[config.mk]
export PLATFORM = sky130hd
export DESIGN_NAME = phase_controller
export DESIGN_NICKNAME = d
export VERILOG_FILES = /design/src/rtl/simple_pkg.sv /design/src/rtl/instr_field_decode.sv /design/src/rtl/phase_controller.sv
export SDC_FILE = /design/constraint.sdc
export NUM_CORES = 1
export LEC_CHECK = 0
export ABC_AREA = 1
export CAP_MARGIN = 20
export CORE_ASPECT_RATIO = 0.7
export CORE_MARGIN = 10
export CORE_UTILIZATION = 39
export DETAILED_ROUTE_END_ITERATION = 10
export GPL_TIMING_DRIVEN = 0
export PLACE_DENSITY = 0.92
export SLEW_MARGIN = 30
export SYNTH_ARGS = -nofsm -noshare
export SYNTH_HDL_FRONTEND = slang
export SYNTH_SLANG_ARGS = --single-unit
[constraint.sdc]
create_clock -name clk -period 2.9 [get_ports clk]
set_input_delay 0.435 -clock clk [delete_from_list [all_inputs] [get_ports clk]]
set_output_delay 0.435 -clock clk [all_outputs]
set_load 0.005 [all_outputs]
[src/rtl/simple_pkg.sv]
// Shared encodings for the phase controller: phase numbering, instruction
// field constants and the ALU opcode map.
package simple_pkg;

  // Controller phase encoding; the numeric values are visible on the phase port.
  typedef enum logic [2:0] {
    PH_IDLE = 3'd0,
    PH_IF   = 3'd1,
    PH_ID   = 3'd2,
    PH_EX   = 3'd3,
    PH_MEM  = 3'd4,
    PH_WB   = 3'd5,
    PH_HALT = 3'd6
  } phase_e;

  // op1 field (ir[15:14]): major instruction class.
  localparam logic [1:0] OP1_LD  = 2'b00;
  localparam logic [1:0] OP1_ST  = 2'b01;
  localparam logic [1:0] OP1_IMM = 2'b10;
  localparam logic [1:0] OP1_ALU = 2'b11;

  // op2 field (ir[13:11]) under op1 = OP1_IMM.
  localparam logic [2:0] OP2_LI    = 3'b000;
  localparam logic [2:0] OP2_ADDI  = 3'b001;
  localparam logic [2:0] OP2_CMPI  = 3'b010;
  localparam logic [2:0] OP2_RSV3  = 3'b011;
  localparam logic [2:0] OP2_B     = 3'b100;
  localparam logic [2:0] OP2_RSV5  = 3'b101;
  localparam logic [2:0] OP2_RSV6  = 3'b110;
  localparam logic [2:0] OP2_BCOND = 3'b111;

  // ALU opcode field (ir[7:4]) under op1 = OP1_ALU.
  localparam logic [3:0] ALU_ADD  = 4'd0;
  localparam logic [3:0] ALU_SUB  = 4'd1;
  localparam logic [3:0] ALU_AND  = 4'd2;
  localparam logic [3:0] ALU_OR   = 4'd3;
  localparam logic [3:0] ALU_XOR  = 4'd4;
  localparam logic [3:0] ALU_CMP  = 4'd5;
  localparam logic [3:0] ALU_MOV  = 4'd6;
  localparam logic [3:0] ALU_RSV7 = 4'd7;
  localparam logic [3:0] ALU_SLL  = 4'd8;
  localparam logic [3:0] ALU_SLR  = 4'd9;
  localparam logic [3:0] ALU_SRL  = 4'd10;
  localparam logic [3:0] ALU_SRA  = 4'd11;
  localparam logic [3:0] ALU_IN   = 4'd12;
  localparam logic [3:0] ALU_OUT  = 4'd13;
  localparam logic [3:0] ALU_RSV  = 4'd14;
  localparam logic [3:0] ALU_HLT  = 4'd15;

  // Shift opcodes 8..11 behave like arithmetic ops for flags and write-back.
  function automatic logic is_shift_op(input logic [3:0] opcode);
    return (opcode >= ALU_SLL) && (opcode <= ALU_SRA);
  endfunction

endpackage

[src/rtl/instr_field_decode.sv]
// Combinational instruction class decode from the op1/op2/opcode fields.
module instr_field_decode
  import simple_pkg::*;
(
  input  logic [1:0] op1,
  input  logic [2:0] op2,
  input  logic [3:0] opcode,
  output logic       is_flagset,
  output logic       is_regwrite,
  output logic       is_load,
  output logic       is_store,
  output logic       is_branch,
  output logic       is_halt
);

  // Classify the instruction; unlisted encodings fall through to all-zero.
  always_comb begin
    is_flagset  = 1'b0;
    is_regwrite = 1'b0;
    is_load     = 1'b0;
    is_store    = 1'b0;
    is_branch   = 1'b0;
    is_halt     = 1'b0;
    case (op1)
      OP1_LD: begin
        is_load     = 1'b1;
        is_regwrite = 1'b1;
      end
      OP1_ST: begin
        is_store = 1'b1;
      end
      OP1_IMM: begin
        is_flagset  = (op2 == OP2_ADDI) || (op2 == OP2_CMPI);
        is_regwrite = (op2 == OP2_LI) || (op2 == OP2_ADDI);
        is_branch   = (op2 == OP2_B) || (op2 == OP2_BCOND);
      end
      default: begin
        // CMP sets flags but produces no register result.
        is_flagset  = (opcode <= ALU_MOV) || is_shift_op(opcode);
        is_regwrite = ((opcode <= ALU_MOV) && (opcode != ALU_CMP)) || is_shift_op(opcode);
        is_halt     = (opcode == ALU_HLT);
      end
    endcase
  end

endmodule

[src/rtl/phase_controller.sv]
// Multi-cycle control sequencer: IF -> ID -> EX -> MEM -> WB with memory
// wait states, flag latching, write-back/PC strobes and an absorbing HALT.
module phase_controller
  import simple_pkg::*;
#(
  parameter int XLEN = 16
) (
  input  logic            clk,
  input  logic            rst,
  input  logic [XLEN-1:0] instr,
  input  logic            mem_ready,
  input  logic            alu_s,
  input  logic            alu_z,
  input  logic            alu_c,
  input  logic            alu_v,
  input  logic            alu_hlt,
  output logic            mem_req,
  output logic            mem_we,
  output logic            mem_addr_sel,
  output logic [XLEN-1:0] ir,
  output logic [2:0]      ra_addr,
  output logic [2:0]      rb_addr,
  output logic [1:0]      alu_op1,
  output logic [2:0]      alu_op2,
  output logic [2:0]      alu_cond,
  output logic [3:0]      alu_opcode,
  output logic [3:0]      alu_d,
  output logic            flag_s,
  output logic            flag_z,
  output logic            flag_c,
  output logic            flag_v,
  output logic            dr_we,
  output logic            mdr_we,
  output logic            reg_we,
  output logic            wb_sel,
  output logic [2:0]      wb_addr,
  output logic            pc_inc,
  output logic            pc_load,
  output logic [2:0]      phase,
  output logic            halted
);

  phase_e          state_reg, state_next;
  logic [XLEN-1:0] ir_reg;
  logic [3:0]      flags_reg;   // {s, z, c, v}

  logic is_flagset, is_regwrite, is_load, is_store, is_branch, is_halt;

  // Field outputs are straight slices of the instruction register, so they
  // are valid from ID onward without further staging.
  assign ir         = ir_reg;
  assign alu_op1    = ir_reg[15:14];
  assign alu_op2    = ir_reg[13:11];
  assign alu_cond   = ir_reg[10:8];
  assign alu_opcode = ir_reg[7:4];
  assign alu_d      = ir_reg[3:0];
  assign ra_addr    = ir_reg[13:11];
  assign rb_addr    = ir_reg[10:8];

  assign {flag_s, flag_z, flag_c, flag_v} = flags_reg;

  assign phase  = state_reg;
  assign halted = (state_reg == PH_HALT);

  // Loads write the register named by ir[13:11] from MDR; everything else
  // writes ir[10:8] from DR.
  assign wb_sel  = is_load;
  assign wb_addr = is_load ? ir_reg[13:11] : ir_reg[10:8];

  instr_field_decode u_decode (
    .op1         (ir_reg[15:14]),
    .op2         (ir_reg[13:11]),
    .opcode      (ir_reg[7:4]),
    .is_flagset  (is_flagset),
    .is_regwrite (is_regwrite),
    .is_load     (is_load),
    .is_store    (is_store),
    .is_branch   (is_branch),
    .is_halt     (is_halt)
  );

  // State, instruction and flag registers; reset abandons any pending access.
  always_ff @(posedge clk) begin
    if (rst) begin
      state_reg <= PH_IDLE;
      ir_reg    <= '0;
      flags_reg <= '0;
    end else begin
      state_reg <= state_next;
      if ((state_reg == PH_IF) && mem_ready) begin
        ir_reg <= instr;
      end
      if ((state_reg == PH_EX) && is_flagset) begin
        flags_reg <= {alu_s, alu_z, alu_c, alu_v};
      end
    end
  end

  // Next-state selection and per-phase strobes; strobes are forced low in reset.
  always_comb begin
    state_next   = state_reg;
    mem_req      = 1'b0;
    mem_we       = 1'b0;
    mem_addr_sel = 1'b0;
    dr_we        = 1'b0;
    mdr_we       = 1'b0;
    reg_we       = 1'b0;
    pc_inc       = 1'b0;
    pc_load      = 1'b0;
    case (state_reg)
      PH_IDLE: begin
        state_next = PH_IF;
      end
      PH_IF: begin
        mem_req = 1'b1;
        if (mem_ready) begin
          state_next = PH_ID;
        end
      end
      PH_ID: begin
        state_next = PH_EX;
      end
      PH_EX: begin
        dr_we = 1'b1;
        // A halt that the ALU confirms skips MEM and WB entirely.
        if (is_halt && alu_hlt) begin
          state_next = PH_HALT;
        end else begin
          state_next = PH_MEM;
        end
      end
      PH_MEM: begin
        if (is_load || is_store) begin
          mem_req      = 1'b1;
          mem_addr_sel = 1'b1;
          mem_we       = is_store;
          if (mem_ready) begin
            mdr_we     = is_load;
            state_next = PH_WB;
          end
        end else begin
          state_next = PH_WB;
        end
      end
      PH_WB: begin
        reg_we = is_regwrite;
        // Branch direction is already folded into DR by the ALU.
        if (is_branch) begin
          pc_load = 1'b1;
        end else begin
          pc_inc = 1'b1;
        end
        state_next = PH_IF;
      end
      PH_HALT: begin
        state_next = PH_HALT;
      end
      default: begin
        state_next = PH_IDLE;
      end
    endcase
    if (rst) begin
      mem_req      = 1'b0;
      mem_we       = 1'b0;
      mem_addr_sel = 1'b0;
      dr_we        = 1'b0;
      mdr_we       = 1'b0;
      reg_we       = 1'b0;
      pc_inc       = 1'b0;
      pc_load      = 1'b0;
    end
  end

endmodule

== Word level (Yosys, flattened, before mapping) ==
Index checks and enable logic that the tools add are counted.

* Register bits: 23
* Input port bits: 24

* Magnitude comparators: 3
* Equal/unequal tests: 16
* Multiplexer cells: 34
* Reductions and logical operators: 18

{| class="wikitable"
|+ Operator list
! kind !! count
|-
| 1-bit 2-to-1 mux || 25
|-
| 3-bit one-hot mux with 6 select lines || 1
|-
| 3-bit == test (second input constant) || 5
|-
| 3-bit 2-to-1 mux || 4
|-
| 3-bit by 2-bit == test with 1-bit output (second input constant) || 3
|-
| 3-bit by 1-bit == test with 1-bit output (second input constant) || 2
|-
| 3-bit logical NOT || 2
|-
| 1-bit logical OR || 6
|-
| 1-bit logical AND || 5
|-
| 4-bit == test (second input constant) || 1
|-
| 4-bit >= comparator (second input constant) || 1
|-
| 4-bit by 3-bit less-or-equal comparator with 1-bit output (second input constant) || 1
|-
| 4-bit less-or-equal comparator (second input constant) || 1
|-
| 4-bit by 3-bit != test with 1-bit output (second input constant) || 1
|-
| 1-bit one-hot mux with 2 select lines || 2
|-
| 2-bit OR reduction || 2
|-
| 3-bit != test (second input constant) || 1
|-
| 1-bit one-hot mux with 3 select lines || 1
|-
| 3-bit OR reduction || 1
|-
| 2-bit by 1-bit == test with 1-bit output (second input constant) || 1
|-
| 2-bit == test (second input constant) || 1
|-
| 2-bit logical NOT || 1
|-
| 2-bit 2-to-1 mux || 1
|-
| 2-bit != test (second input constant) || 1
|-
| 2-bit AND reduction || 1
|}

== Longest topological paths before layout ==
Gate-level depths: netlist of the first run.

* Word-level depth: 6
* Gate-level depth with buffers: 9
* Gate-level depth less buffers: 9

== By module ==
A second synthesis of the first run with hierarchy kept.

* Cell total of the unflattened synthesis: 187
* Area, all modules: 1,266.2 um^2

{| class="wikitable"
|+ Modules (own cells, without submodules)
! module !! times used !! cells each !! area an instance (um^2) !! seq. area each (um^2)
|-
| phase_controller || 1 || 161 || 1,153.6 || 460.4
|-
| instr_field_decode || 1 || 26 || 112.6 || 0.0
|}

== Least setup slack after synthesis of the first run ==
Ideal clock, no wire load.

* Kind: input to output
* Start point: input port rst
* End point: output port reg_we
* Arrival time: 1.048 ns
* Path slack: 1.417 ns
* Stages on the path: 4
* Cells stage by stage: buf_2 inv_1 nand4_1 a211oi_1

* Word-level cells in the longest chain between the ends: 1

{| class="wikitable"
|+ Ends and longest elaborated chain
! item !! RTL line !! text
|-
| from (decl) || phase_controller.sv:9 || <nowiki>input logic rst,</nowiki>
|-
| 1-bit 2-to-1 mux || phase_controller.sv:162 || <nowiki>if (rst) begin</nowiki>
|-
| to (decl) || phase_controller.sv:34 || <nowiki>output logic reg_we,</nowiki>
|}

Every way passes these cells.

== Worst setup path after layout of the first run ==
* Start point: input port mem_ready
* End point: output port mdr_we

* Word-level cells in the longest chain between the ends: 4

{| class="wikitable"
|+ Ends and longest elaborated chain
! item !! RTL line !! text
|-
| from (decl) || phase_controller.sv:11 || <nowiki>input logic mem_ready,</nowiki>
|-
| 1-bit 2-to-1 mux || phase_controller.sv:137 || <nowiki>if (mem_ready) begin</nowiki>
|-
| 1-bit 2-to-1 mux || phase_controller.sv:133 || <nowiki>if (is_load || is_store) begin</nowiki>
|-
| 1-bit 2-to-1 mux || phase_controller.sv:110 || <nowiki>case (state_reg)</nowiki>
|-
| 1-bit 2-to-1 mux || phase_controller.sv:162 ||
|-
| to (decl) || phase_controller.sv:33 || <nowiki>output logic mdr_we,</nowiki>
|}

Every way passes these cells.

==> results of run 1 <==
-- power by group through the flow --
stage / Clock [W] / Sequential, W / Combinational (W)
after floorplan: 0 / 0.000376 / 0.000138
after global placement: 0 / 0.000378 / 0.000311
after detailed placement: 0 / 0.000379 / 0.000317
after CTS: 0.000207 / 0.000372 / 0.000319
after global routing: 0.000216 / 0.000376 / 0.000344
final: 0.000199 / 0.000372 / 0.000314
-- worst max path at each step --
| stage | slack (ps) | cells after the start | end | start |
|---|---|---|---|---|
| after floorplan | 1420 | 4 | reg_we | rst |
| after global placement | 520 | 4 | mdr_we | mem_ready |
| after detailed placement | 500 | 4 | mdr_we | mem_ready |
| after CTS | 490 | 4 | mdr_we | mem_ready |
| after global routing | 370 | 4 | mdr_we | mem_ready |
| final | 500 | 4 | mdr_we | mem_ready |
-- layout make-up --
cell class | count | area (um^2) | area share
tap | 38 | 47.5 | 0.0219
sequential | 23 | 460 | 0.212
clock buffer | 4 | 45.0 | 0.0207
timing repair buffer | 80 | 801 | 0.369
inverter | 21 | 78.8 | 0.0363
buffer | 28 | 213 | 0.0980
multi-input combinational | 115 | 526 | 0.242
-- critical path, cell delays in order --
cell and delay, ps:
clkdlybuf4s50_1 550, inv_1 110, nor4_1 310, clkdlybuf4s50_1 560
-- layout by cell type, fill, tap and decap left out, drive strengths merged --
cell type / synthesis / routed
nand4: 3 / 3
clkdlybuf4s50: 0 / 80
a21oi: 10 / 10
nor3: 3 / 3
a211oi: 2 / 2
dfxtp: 23 / 23
nand3: 7 / 7
nand2: 28 / 28
nor2: 37 / 37
buf: 27 / 27
clkbuf: 1 / 5
o21ai: 23 / 23
inv: 21 / 21
nor4: 2 / 2
-- through the flow --
stage | cell area [um^2] | total power [W]
after floorplan | 1280 | 0.000514
after global placement | 2130 | 0.000689
after detailed placement | 2130 | 0.000696
after CTS | 2170 | 0.000898
after global routing | 2170 | 0.000937
final | 2170 | 0.000884
-- kinds of logic after synthesis --
group           Yosys count
simple gates             80
flops                    23
buf+inv                  49
compound gates           35
-- cells in the mapped netlist (all sizes together) --
master / instances / area share
nor4: 2 / 0.0098
o21ai: 23 / 0.090
nand4: 3 / 0.015
nor2: 37 / 0.12
nand3: 7 / 0.027
inv: 21 / 0.062
nor3: 3 / 0.012
dfxtp: 23 / 0.36
nand2: 28 / 0.090
clkbuf: 1 / 0.0029
a211oi: 2 / 0.012
buf: 27 / 0.16
a21oi: 10 / 0.039
-- per-layer routing --
layer,wire length (um),global-route usage,vias to the layer above
met4,55,0.0382,0
met5,0,0,-
li1,-,-,748
met2,1870,0.234,62
met1,1710,0.140,651
met3,561,0.0747,6
==> summary.txt, run 1 <==
Pwr
  • Clk network pwr share: 0.225
  • Worst IR Drop VDD: 0.000276 V
  • Sequential share of power: 0.420
  • Comb power frac: 0.355
  • Leak: 0.919 nW
  • Sw Pwr: 0.000251 W
  • Net Sw Frac: 0.284
  • Ratio of total power to cell area: 407 nW/um^2
  • Int Power: 0.000633 W

Clocking
  • CTS clk-pin slew, worst paths: 80 ps
  • Num CTS Buffers: 3
  • CTS Hold Bufs: 0
  • Clock tree buffer depth: 2
  • Clk Latency, worst-skew pair: 260 ps
  • Number of instances resized during post-cts repair: 0
  • Sinks on Clock Net: 23
  • Clock root buffer: clkbuf_8
  • CTS tree: done
  • Postcts setup bufs: 0
  • # H-tree levels: 1

Place
  • Pre-CTS setup slack: 496 ps
  • GP Congestion: 0.837
  • Post-placement cell count: 305
  • Dpl hpwl: 3480 um
  • PortBufs: 80

Cells and area
  • # fillers: 278
  • Layout Cells excl Fill: 309
  • Ant diodes: 0
  • Final #Nets: 296
  • Util after Layout: 0.690
  • Flip-flop count of the largest register after layout: 16
  • Share of cells above drive strength 1: 0.133
  • Area Growth Syn to Fin: 69.9%

GRT
  • Initial antenna violation count: 0
  • Tot GR Track Use: 0.135
  • First-pass GRT wire length: 6370 um
  • Vias in the first global route: 1339
  • Total congestion overflow: 0
  • Pin count of the biggest net entering global routing: 13

Drt
  • DR pass1 iterations: 4
  • Total number of vias: 1467
  • Via density: 4.75
  • Post-DRT Antenna Nets: 0
  • WL per Instance: 13.6 um
  • DRC viols: 0
  • DRT iter0 DRCs: 38
  • Detailed Route WL: 4200 um

Status
  • Status: complete, no violations

Setup path
  • CP Capture Type: primary output
  • Reg2Reg Depth: 7
  • R2R Setup Slk: 1610 ps
  • Worst Path Max Fanout: 3
  • FF-to-FF Start: ir[15]$_SDFFE_PP0P_
  • R2R Path End: flags_reg[3]$_SDFFE_PP0P_
  • Worst Path Required: 2470 ps
  • Critical Path AT: 1970 ps
  • Type of the worst setup path: primary input to primary output
  • CP Launch Type: primary input

Timing
  • Final Hold Vio Count: 0
  • Clk_skew: 1.55 ps
  • Min Tclk post-route: 2400 ps
  • WHS: 445 ps
  • Slew Limit Fails: 0
  • Setup ws final: 500 ps
  • Period utilization: 0.828
  • Total Neg Setup Slack: 0 ps
  • Max-slew headroom: 0.757
  • Tightest Pin Transition: 364 ps
  • Final setup fails: 0
  • RSZ-0062 raised after global routing: no
  • F_max: 417 MHz

Logic synthesis
  • Post-Synth XOR/XNOR Area: 0
  • Register area share after synthesis: 0.360
  • Post-synthesis compound-gate area fraction: 0.141
  • Mean post-synth cell area: 6.83 um^2
  • YS warnings: 0
  • Cells after synthesis: 187
  • Seq cells post-synth: 23
  • Simple-gate area share of the yosys netlist: 0.270
  • Mapped cell area: 1280 um^2
  • Largest family of logic cells by synthesized area: simple AND/OR/NAND/NOR gates
  • Synthesized Nets: 211
  • Multiplexer share of the synthesized area: 0
  • Post-Synth Adder-Cell Area: 0
  • Cell variety after synth: 21

Run
  • Max Cap Viol: 0

Min path
  • Worst hold stages: 2
  • Hold WC Path Type: primary input to flip-flop
  • Worst Hold End: phase[1]$_SDFFE_PP0P_
  • Min-delay src: rst

Die
  • FP Rows: 17
  • DIE HEIGHT: 67.9 um
  • Ports: 82
  • Die X: 88.4 um
  • Core area: 3150 um^2
  • Area of the die: 6000 um^2
  • Initial core utilization: 0.406
No activity file was read; power rests on OpenSTA's default activity.
==> inputs of run 2 (changes only) <==
--- a/config.mk
+++ b/config.mk
@@ -9,10 +9,10 @@
 export CAP_MARGIN = 20
 export CORE_ASPECT_RATIO = 0.7
 export CORE_MARGIN = 10
-export CORE_UTILIZATION = 39
+export CORE_UTILIZATION = 33
 export DETAILED_ROUTE_END_ITERATION = 10
 export GPL_TIMING_DRIVEN = 0
-export PLACE_DENSITY = 0.92
+export PLACE_DENSITY = 0.84
 export SLEW_MARGIN = 30
 export SYNTH_ARGS = -nofsm -noshare
 export SYNTH_HDL_FRONTEND = slang
==> constraint.sdc (replaced) <==
create_clock -name clk -period 2.2 [get_ports clk]
set_input_delay 0.33 -clock clk [delete_from_list [all_inputs] [get_ports clk]]
set_output_delay 0.33 -clock clk [all_outputs]
set_load 0.005 [all_outputs]
==> summary.txt, run 2 (synthesis results as in run 1) <==
Drt
  • WL per Instance: 13.3 um
  • Total number of vias: 1430
  • Via density: 4.45
  • DRC viols: 0
  • Detailed Route WL: 4270 um
  • Post-DRT Antenna Nets: 0
  • DRT iter0 DRCs: 45
  • DR pass1 iterations: 4

Place
  • Pre-CTS setup slack: 29.4 ps
  • Post-placement cell count: 317
  • GP Congestion: 0.809
  • Dpl hpwl: 3590 um
  • PortBufs: 80

Min path
  • Worst Hold End: phase[1]$_SDFFE_PP0P_
  • Hold WC Path Type: primary input to flip-flop
  • Worst hold stages: 2
  • Min-delay src: rst

Cells and area
  • # fillers: 346
  • Flip-flop count of the largest register after layout: 16
  • Final #Nets: 296
  • Area Growth Syn to Fin: 73.3%
  • Layout Cells excl Fill: 321
  • Share of cells above drive strength 1: 0.151
  • Commonest non-fill, non-tap cell in the layout: clkdlybuf4s50_1
  • Ant diodes: 0
  • Util after Layout: 0.610
  • Most frequent cells in the layout: clkdlybuf4s50_1 (79), nor2_1 (35), nand2_1 (25), dfxtp_1 (23), buf_4 (22)

Timing
  • Final Hold Vio Count: 0
  • Period utilization: 0.940
  • Slew Limit Fails: 0
  • F_max: 484 MHz
  • RSZ-0062 raised after global routing: yes
  • Max-slew headroom: 0.779
  • Final setup fails: 0
  • Clk_skew: 4.19 ps
  • Total Neg Setup Slack: 0 ps
  • Tightest Pin Transition: 331 ps
  • Min Tclk post-route: 2070 ps
  • Setup ws final: 132 ps

Clocking
  • CTS tree: done
  • Clock root buffer: clkbuf_8
  • Num CTS Buffers: 3
  • # H-tree levels: 1
  • CTS Hold Bufs: 0
  • Sinks on Clock Net: 23
  • Clk Latency, worst-skew pair: 260 ps
  • Clock tree buffer depth: 2
  • CTS clk-pin slew, worst paths: 80 ps

Setup path
  • Type of the worst setup path: flip-flop to primary output
  • Critical Path AT: 1740 ps
  • Reg2Reg Depth: 7
  • R2R Setup Slk: 870 ps
  • Worst Path Max Fanout: 9
  • R2R Path End: flags_reg[1]$_SDFFE_PP0P_
  • CP Launch Type: flip-flop
  • CP Capture Type: primary output
  • Worst Path Required: 1870 ps
  • FF-to-FF Start: ir[15]$_SDFFE_PP0P_

Die
  • Die X: 94.4 um
  • FP Rows: 18
  • Area of the die: 6800 um^2
  • Initial core utilization: 0.352
  • Core area: 3630 um^2
  • Ports: 82
  • DIE HEIGHT: 72.1 um

Pwr
  • Power Total: 0.00117 W
  • Ratio of total power to cell area: 530 nW/um^2
  • Worst IR Drop VDD: 0.000271 V
  • Leak: 0.931 nW

Run
  • Max Cap Viol: 0

GRT
  • Total congestion overflow: 0
  • Initial antenna violation count: 0
  • Pin count of the biggest net entering global routing: 13
  • Vias in the first global route: 1354
  • Tot GR Track Use: 0.121
  • First-pass GRT wire length: 6690 um

Status
  • Status: complete, no violations
run 2: changes by cell type in the layout (fill, tap and decap cells not counted):
cell / before / now
nor4_1: 2 / 0
nor4_2: 0 / 2
a211oi_1: 2 / 1
a211oi_2: 0 / 1
clkdlybuf4s50_1: 80 / 79
dlymetal6s2s_1: 0 / 1
inv_1: 19 / 18
inv_2: 2 / 3
nand2_1: 26 / 25
nand2_2: 1 / 2
nor2_2: 1 / 0
nor2_4: 1 / 2
run 2: area by class of cell:
| cell class | instances | area, um^2 | area share |
|---|---|---|---|
| multi-input cells | 115 | 551 | 0.249 |
| clock buffers | 4 | 45.0 | 0.0204 |
| repair buffers | 80 | 803 | 0.363 |
| plain buffers | 28 | 213 | 0.0961 |
| well taps | 50 | 62.6 | 0.0283 |
| flip-flops and latches | 23 | 460 | 0.208 |
| inverters | 21 | 78.8 | 0.0356 |
run 2: power by group:
part,internal [W],switching (W),total [W]
Combinational,0.000257,0.000161,0.000418
Sequential,0.000449,0.0000409,0.000490
Clock,0.000129,0.000135,0.000265
Total,0.000836,0.000337,0.00117
run 2: what timing repair did:
| item | in CTS | in global routing |
|---|---|---|
| hold endpoints to repair | 0 | 0 |
| setup buffers | 0 | 0 |
| endpoints found under the setup margin | 0 | 5 |
| gates resized for setup | 0 | 7 |
run 2: worst max-delay path, stage by stage, from the launching register on:
cell and delay, ps:
dfxtp_1 450, nand2_2 160, nor2_4 230, inv_2 50, nor2_1 80, clkdlybuf4s50_1 510
run 2: how the worst max path moves through the flow:
stage | cells after the start | slack, ps | to | startpoint
2_1_floorplan | 4 | 920 | dr_we | phase[1]$_SDFFE_PP0P_
3_3_place_gp | 4 | 10 | mdr_we | mem_ready
3_5_place_dp | 4 | 30 | mdr_we | mem_ready
4_1_cts | 5 | 10 | dr_we | phase[0]$_SDFFE_PP0P_
5_1_grt | 5 | -20 | dr_we | phase[0]$_SDFFE_PP0P_
6_report | 5 | 130 | dr_we | phase[0]$_SDFFE_PP0P_
run 2: stage by stage:
stage	hold WS, ps	area, um^2
finish	341	2210
global route	352	2210
CTS	328	2190
detailed placement	470	2140
global placement	463	2140
floorplan	475	1280
run 2: routing by layer:
layer / share of wire / vias to the layer above / GRT usage
met5: 0 / - / 0
met4: 0.0040 / 0 / 0.0134
met3: 0.14 / 4 / 0.0761
met2: 0.46 / 56 / 0.205
met1: 0.39 / 624 / 0.129
li1: - / 746 / -
